<file path="config.mk">
export PLATFORM = sky130hd
export DESIGN_NAME = reg_dump_reader
export DESIGN_NICKNAME = d
export VERILOG_FILES = /design/src/rtl/reg_dump_reader.sv
export SDC_FILE = /design/constraint.sdc
export NUM_CORES = 1
export LEC_CHECK = 0
export CAP_MARGIN = 25
export CORE_ASPECT_RATIO = 1.2
export CORE_MARGIN = 2
export CORE_UTILIZATION = 40
export DETAILED_ROUTE_END_ITERATION = 10
export PLACE_DENSITY = 0.66
export REMOVE_ABC_BUFFERS = 1
export SLEW_MARGIN = 15
export SYNTH_ARGS = -nofsm -noshare
export SYNTH_HDL_FRONTEND = slang
export SYNTH_SLANG_ARGS = --single-unit
</file>
<file path="constraint.sdc">
create_clock -name clk -period 2.1 [get_ports clk]
set_input_delay 0.21 -clock clk [delete_from_list [all_inputs] [get_ports clk]]
set_output_delay 0.21 -clock clk [all_outputs]
set_load 0.05 [all_outputs]
</file>
<file path="src/rtl/reg_dump_reader.sv">
// rtl/reg_dump_reader.sv - streams a snapshot of the register file as a byte frame
module reg_dump_reader #(
    parameter int         NUM_REGS = 32,
    parameter int         ADDR_W   = 5,
    parameter int         DATA_W   = 32,
    parameter logic [7:0] HDR      = 8'hA5
) (
    input  logic              clk,
    input  logic              rst_n,
    input  logic              start,
    output logic              busy,
    output logic              done,
    output logic [ADDR_W-1:0] rf_addr,
    input  logic [DATA_W-1:0] rf_data,
    output logic [7:0]        tx_data,
    output logic              tx_valid,
    input  logic              tx_ready
);

    localparam int BYTES = DATA_W / 8;
    localparam int BC_W  = (BYTES > 1) ? $clog2(BYTES) : 1;
    localparam logic [BC_W-1:0]   LAST_BYTE = BC_W'(BYTES - 1);
    localparam logic [ADDR_W-1:0] LAST_IDX  = ADDR_W'(NUM_REGS - 1);

    typedef enum logic [2:0] {
        IDLE,
        HEADER,
        LOAD,
        SEND,
        DONE
    } state_t;

    state_t            state, state_n;
    logic [ADDR_W-1:0] idx, idx_n;
    logic [BC_W-1:0]   byte_cnt, byte_cnt_n;
    logic [DATA_W-1:0] word, word_n;
    logic [DATA_W-1:0] word_shr;
    logic [7:0]        tx_data_n;
    logic              tx_valid_n;
    logic              busy_n;
    logic              done_n;

    // The captured word is consumed by shifting, so the next byte is always at [15:8].
    assign word_shr = word >> 8;
    assign rf_addr  = idx;

    always_ff @(posedge clk or negedge rst_n) begin
        if (!rst_n) begin
            state    <= IDLE;
            idx      <= '0;
            byte_cnt <= '0;
            word     <= '0;
            tx_data  <= 8'h00;
            tx_valid <= 1'b0;
            busy     <= 1'b0;
            done     <= 1'b0;
        end else begin
            state    <= state_n;
            idx      <= idx_n;
            byte_cnt <= byte_cnt_n;
            word     <= word_n;
            tx_data  <= tx_data_n;
            tx_valid <= tx_valid_n;
            busy     <= busy_n;
            done     <= done_n;
        end
    end

    always_comb begin
        state_n    = state;
        idx_n      = idx;
        byte_cnt_n = byte_cnt;
        word_n     = word;
        tx_data_n  = tx_data;
        tx_valid_n = tx_valid;
        busy_n     = busy;
        done_n     = 1'b0;

        unique case (state)
            IDLE: begin
                busy_n     = 1'b0;
                tx_valid_n = 1'b0;
                if (start) begin
                    state_n    = HEADER;
                    tx_data_n  = HDR;
                    tx_valid_n = 1'b1;
                    idx_n      = '0;
                    byte_cnt_n = '0;
                    busy_n     = 1'b1;
                end
            end
            HEADER: begin
                if (tx_ready) begin
                    state_n    = LOAD;
                    tx_valid_n = 1'b0;
                end
            end
            LOAD: begin
                // rf_addr has been stable since the previous edge; this edge is the snapshot point.
                word_n     = rf_data;
                tx_data_n  = rf_data[7:0];
                tx_valid_n = 1'b1;
                state_n    = SEND;
            end
            SEND: begin
                if (tx_ready) begin
                    if (byte_cnt != LAST_BYTE) begin
                        byte_cnt_n = byte_cnt + 1'b1;
                        word_n     = word_shr;
                        tx_data_n  = word_shr[7:0];
                    end else if (idx == LAST_IDX) begin
                        state_n    = DONE;
                        tx_valid_n = 1'b0;
                        done_n     = 1'b1;
                    end else begin
                        idx_n      = idx + 1'b1;
                        byte_cnt_n = '0;
                        tx_valid_n = 1'b0;
                        state_n    = LOAD;
                    end
                end
            end
            DONE: begin
                state_n = IDLE;
                busy_n  = 1'b0;
            end
            default: begin
                state_n    = IDLE;
                busy_n     = 1'b0;
                tx_valid_n = 1'b0;
            end
        endcase
    end

endmodule

</file>
==> results.toml, run 1 <==
[setup_path]
crit_path_end_kind = "flip-flop"
critPathRequiredTime_ns = 2.28
startpoint_type = "flip-flop"
r2r-start = "rf_addr[0]$_DFFE_PN0P_"
critPathMaxFanout = 4
worst-endpoint-arrival_ns = 2.06
crit_start = "rf_addr[0]$_DFFE_PN0P_"
crit_type = "reg2reg"

[synth]
synth_cells = 180
synth_area_um2 = 2370
async_flop_share_pct = 100
synth_edf_count = 0
synthTopCellsByArea = "dfrtp_1 (47%), mux2_4 (16%), mux2_2 (9.5%), nor2b_1 (2.4%), a22o_1 (2.2%)"
yosys.area.top_type = "dfrtp_1"
synth_cell_type_count = 40
syn_avg_cell_area_um2 = 13.2
ys_seq_area_share_pct = 47.4
synth_seq_cells = 45
synth_warnings = 0
synth_ff_type = "dfrtp_1"
netlist.area_leader.share_pct = 47.4

[drt]
wirelength_um = 4280
via_per_inst = 4.99
vias = 1601
firstDrtPassIters = 4
post-route-drc-count = 0
wl_per_cell_um = 13.3
drtIter0Drc = 73
ant_nets = 0

[clock_network]
clockBufferDepth = 2
clkLatencyLatePin_ns = 0.29
numClockSinks = 45
post-cts-setup-buffers = 0
cts-root-buf = "clkbuf_8"
numCtsBuffers = 5
cts_tree = "built"
path_clk_slew_ns = 0.08
cts_max_level = 2

[die]
initial_core_util_pct = 41.6
dieArea_um2 = 6570
coreArea_um2 = 5710
ios = 52
die_h_um = 88.4
rows = 30
die_x_um = 74.3

[sta]
setup_tns_ns = 0
max_freq_mhz = 533
rsz0062_at_grt = "false"
fin_crit_ns = 1.88
slew_violations = 0
finalCritPeriodShare_pct = 89.4
max_slew_margin_pct = 65.9
timing.final.ws_setup_ns = 0.224
hold_viol_final = 0
clock-skew-final_ns = 0.00558
setup-violations-final = 0
worstMarginPinSlew_ns = 0.512

[global_routing]
grt_pass1_vias = 1582
grt_max_degree = 25
track_usage_pct = 14.4
overflow = 0
antenna_found_initial = 0
grt_pass1_wl_um = 7290

[min_path]
hold_path.class = "in2async"

[final_layout]
final_nets = 279
multi_input_area_um2 = 1140
num_antenna_cells = 0
nFillCells = 528
final_layout_size_suffix_gt1_share_pct = 29.5
regArea_um2 = 1130
areaGrowthSynthToFinish_pct = 31.7

[status]
outcome = "finished clean"

[place]
dp_slack_ns = 0.202
gp_congestion = 0.830
port_buffers = 51
dp_hpwl_um = 3240

[flow_run]
drv_cap = 0

[pwr]
p_per_area_nw_per_um2 = 1150
irDropWorstVdd_mv = 0.385
p_leak_nw = 1.48
power_mw = 3.61
## layout make-up
cell class	instances	area share, %
clock inverter	2	1.24
sequential	45	36.0
timing repair buffer	64	19.8
clock buffer	6	2.32
inverter	7	0.840
tap	80	3.20
multi-input combinational	117	36.6
## what timing repair did
action                                 CTS  global route
gates resized for setup                  0             0
endpoints found under the hold margin   21             0
hold buffers                             1             0
setup endpoints to repair                0             0
## layer usage
| metal | vias to the layer above | global-route usage, % | share of wire [%] |
|---|---|---|---|
| li1 | 782 | - | - |
| met1 | 779 | 19.2 | 46 |
| met2 | 33 | 23.2 | 48 |
| met3 | 7 | 2.05 | 3.7 |
| met4 | 0 | 6.82 | 1.7 |
| met5 | - | 0 | 0 |
## final timing paths
kind,endpoint,slack (ns),depth (start not counted)
setup / recovery,rf_addr[0]$_DFFE_PN0P_,0.22,6
hold / removal,rf_addr[0]$_DFFE_PN0P_,0.42,2
setup reg to reg,rf_addr[0]$_DFFE_PN0P_,0.22,6
hold reg to reg,tx_data[4]$_DFFE_PN0P_,0.51,1
max in group asynchronous,word[18]$_DFFE_PN0P_,1.10,3
min in group clk,tx_data[4]$_DFFE_PN0P_,0.51,1
## cell usage after synthesis, types with 3 or more instances
library cell and number:
buf_2 4, o211ai_1 3, mux2i_1 4, dfrtp_1 45, nor2b_1 9, o22ai_1 4
mux2_2 20, a21oi_1 3, a22o_1 6, buf_6 4, inv_1 7, nand2_1 3
nor2_1 4, mux2_4 25, ha_1 3
## where the power goes
part	switching [mW]	total, mW	internal (mW)
clock network	0.282	0.639	0.357
logic	0.797	1.67	0.872
registers	0.172	1.30	1.13
total	1.25	3.61	2.35
## logic make-up after synthesis
kind of cell               synth area share (%)
buffers and inverters                      4.32
muxes                                      27.0
AOI/OAI and AO/OA                          10.3
DFF                                        47.4
and+or+nand+nor                            9.33
adders and majority gates                  1.58
## per-stage QoR
step / hold slack (ns) / cell area (um^2) / utilization [%] / instances
global route: 0.474 / 3130 / 54.8 / 321
floorplan: -0.0856 / 2300 / - / 169
detailed placement: 0.216 / 3010 / 52.7 / 312
CTS: 0.432 / 3130 / 54.8 / 321
global placement: 0.208 / 3010 / 52.7 / 312
finish: 0.417 / 3130 / 54.8 / 321
## layout by cell type, fill, tap and decap left out, types with 5 or more instances in the layout
master | Yosys | final
clkdlybuf4s50_1 | 0 | 50
nor2b_1 | 9 | 9
inv_1 | 7 | 7
mux2_2 | 20 | 20
a22o_1 | 6 | 6
clkbuf_8 | 0 | 5
dfrtp_1 | 45 | 45
mux2_4 | 25 | 25
buf_4 | 0 | 11
## worst max-delay path: stages (launching register included)
cell      delay, ns
dfrtp_1        0.42
ha_1           0.24
and3_1         0.19
ha_1           0.20
nor2b_1        0.21
o221ai_1       0.21
mux2_2         0.30
## flip-flops by register name (all words and copies together) (netlist names)
signal	cells
busy	1
byte_cnt	2
state	3
rf_addr	5
done	1
word	24
tx_data	8
tx_valid	1
No activity file was read; power rests on OpenSTA's default activity.
==> run 2: changes to the inputs <==
--- a/config.mk
+++ b/config.mk
@@ -10,9 +10,11 @@
 export CORE_MARGIN = 2
 export CORE_UTILIZATION = 40
 export DETAILED_ROUTE_END_ITERATION = 10
+export HOLD_SLACK_MARGIN = 0.05
 export PLACE_DENSITY = 0.66
 export REMOVE_ABC_BUFFERS = 1
-export SLEW_MARGIN = 15
+export SKIP_LAST_GASP = 1
+export SLEW_MARGIN = 20
 export SYNTH_ARGS = -nofsm -noshare
 export SYNTH_HDL_FRONTEND = slang
 export SYNTH_SLANG_ARGS = --single-unit
==> results of run 2 <==
No change in the layout: final DEF, timing and power equal those of run 1.
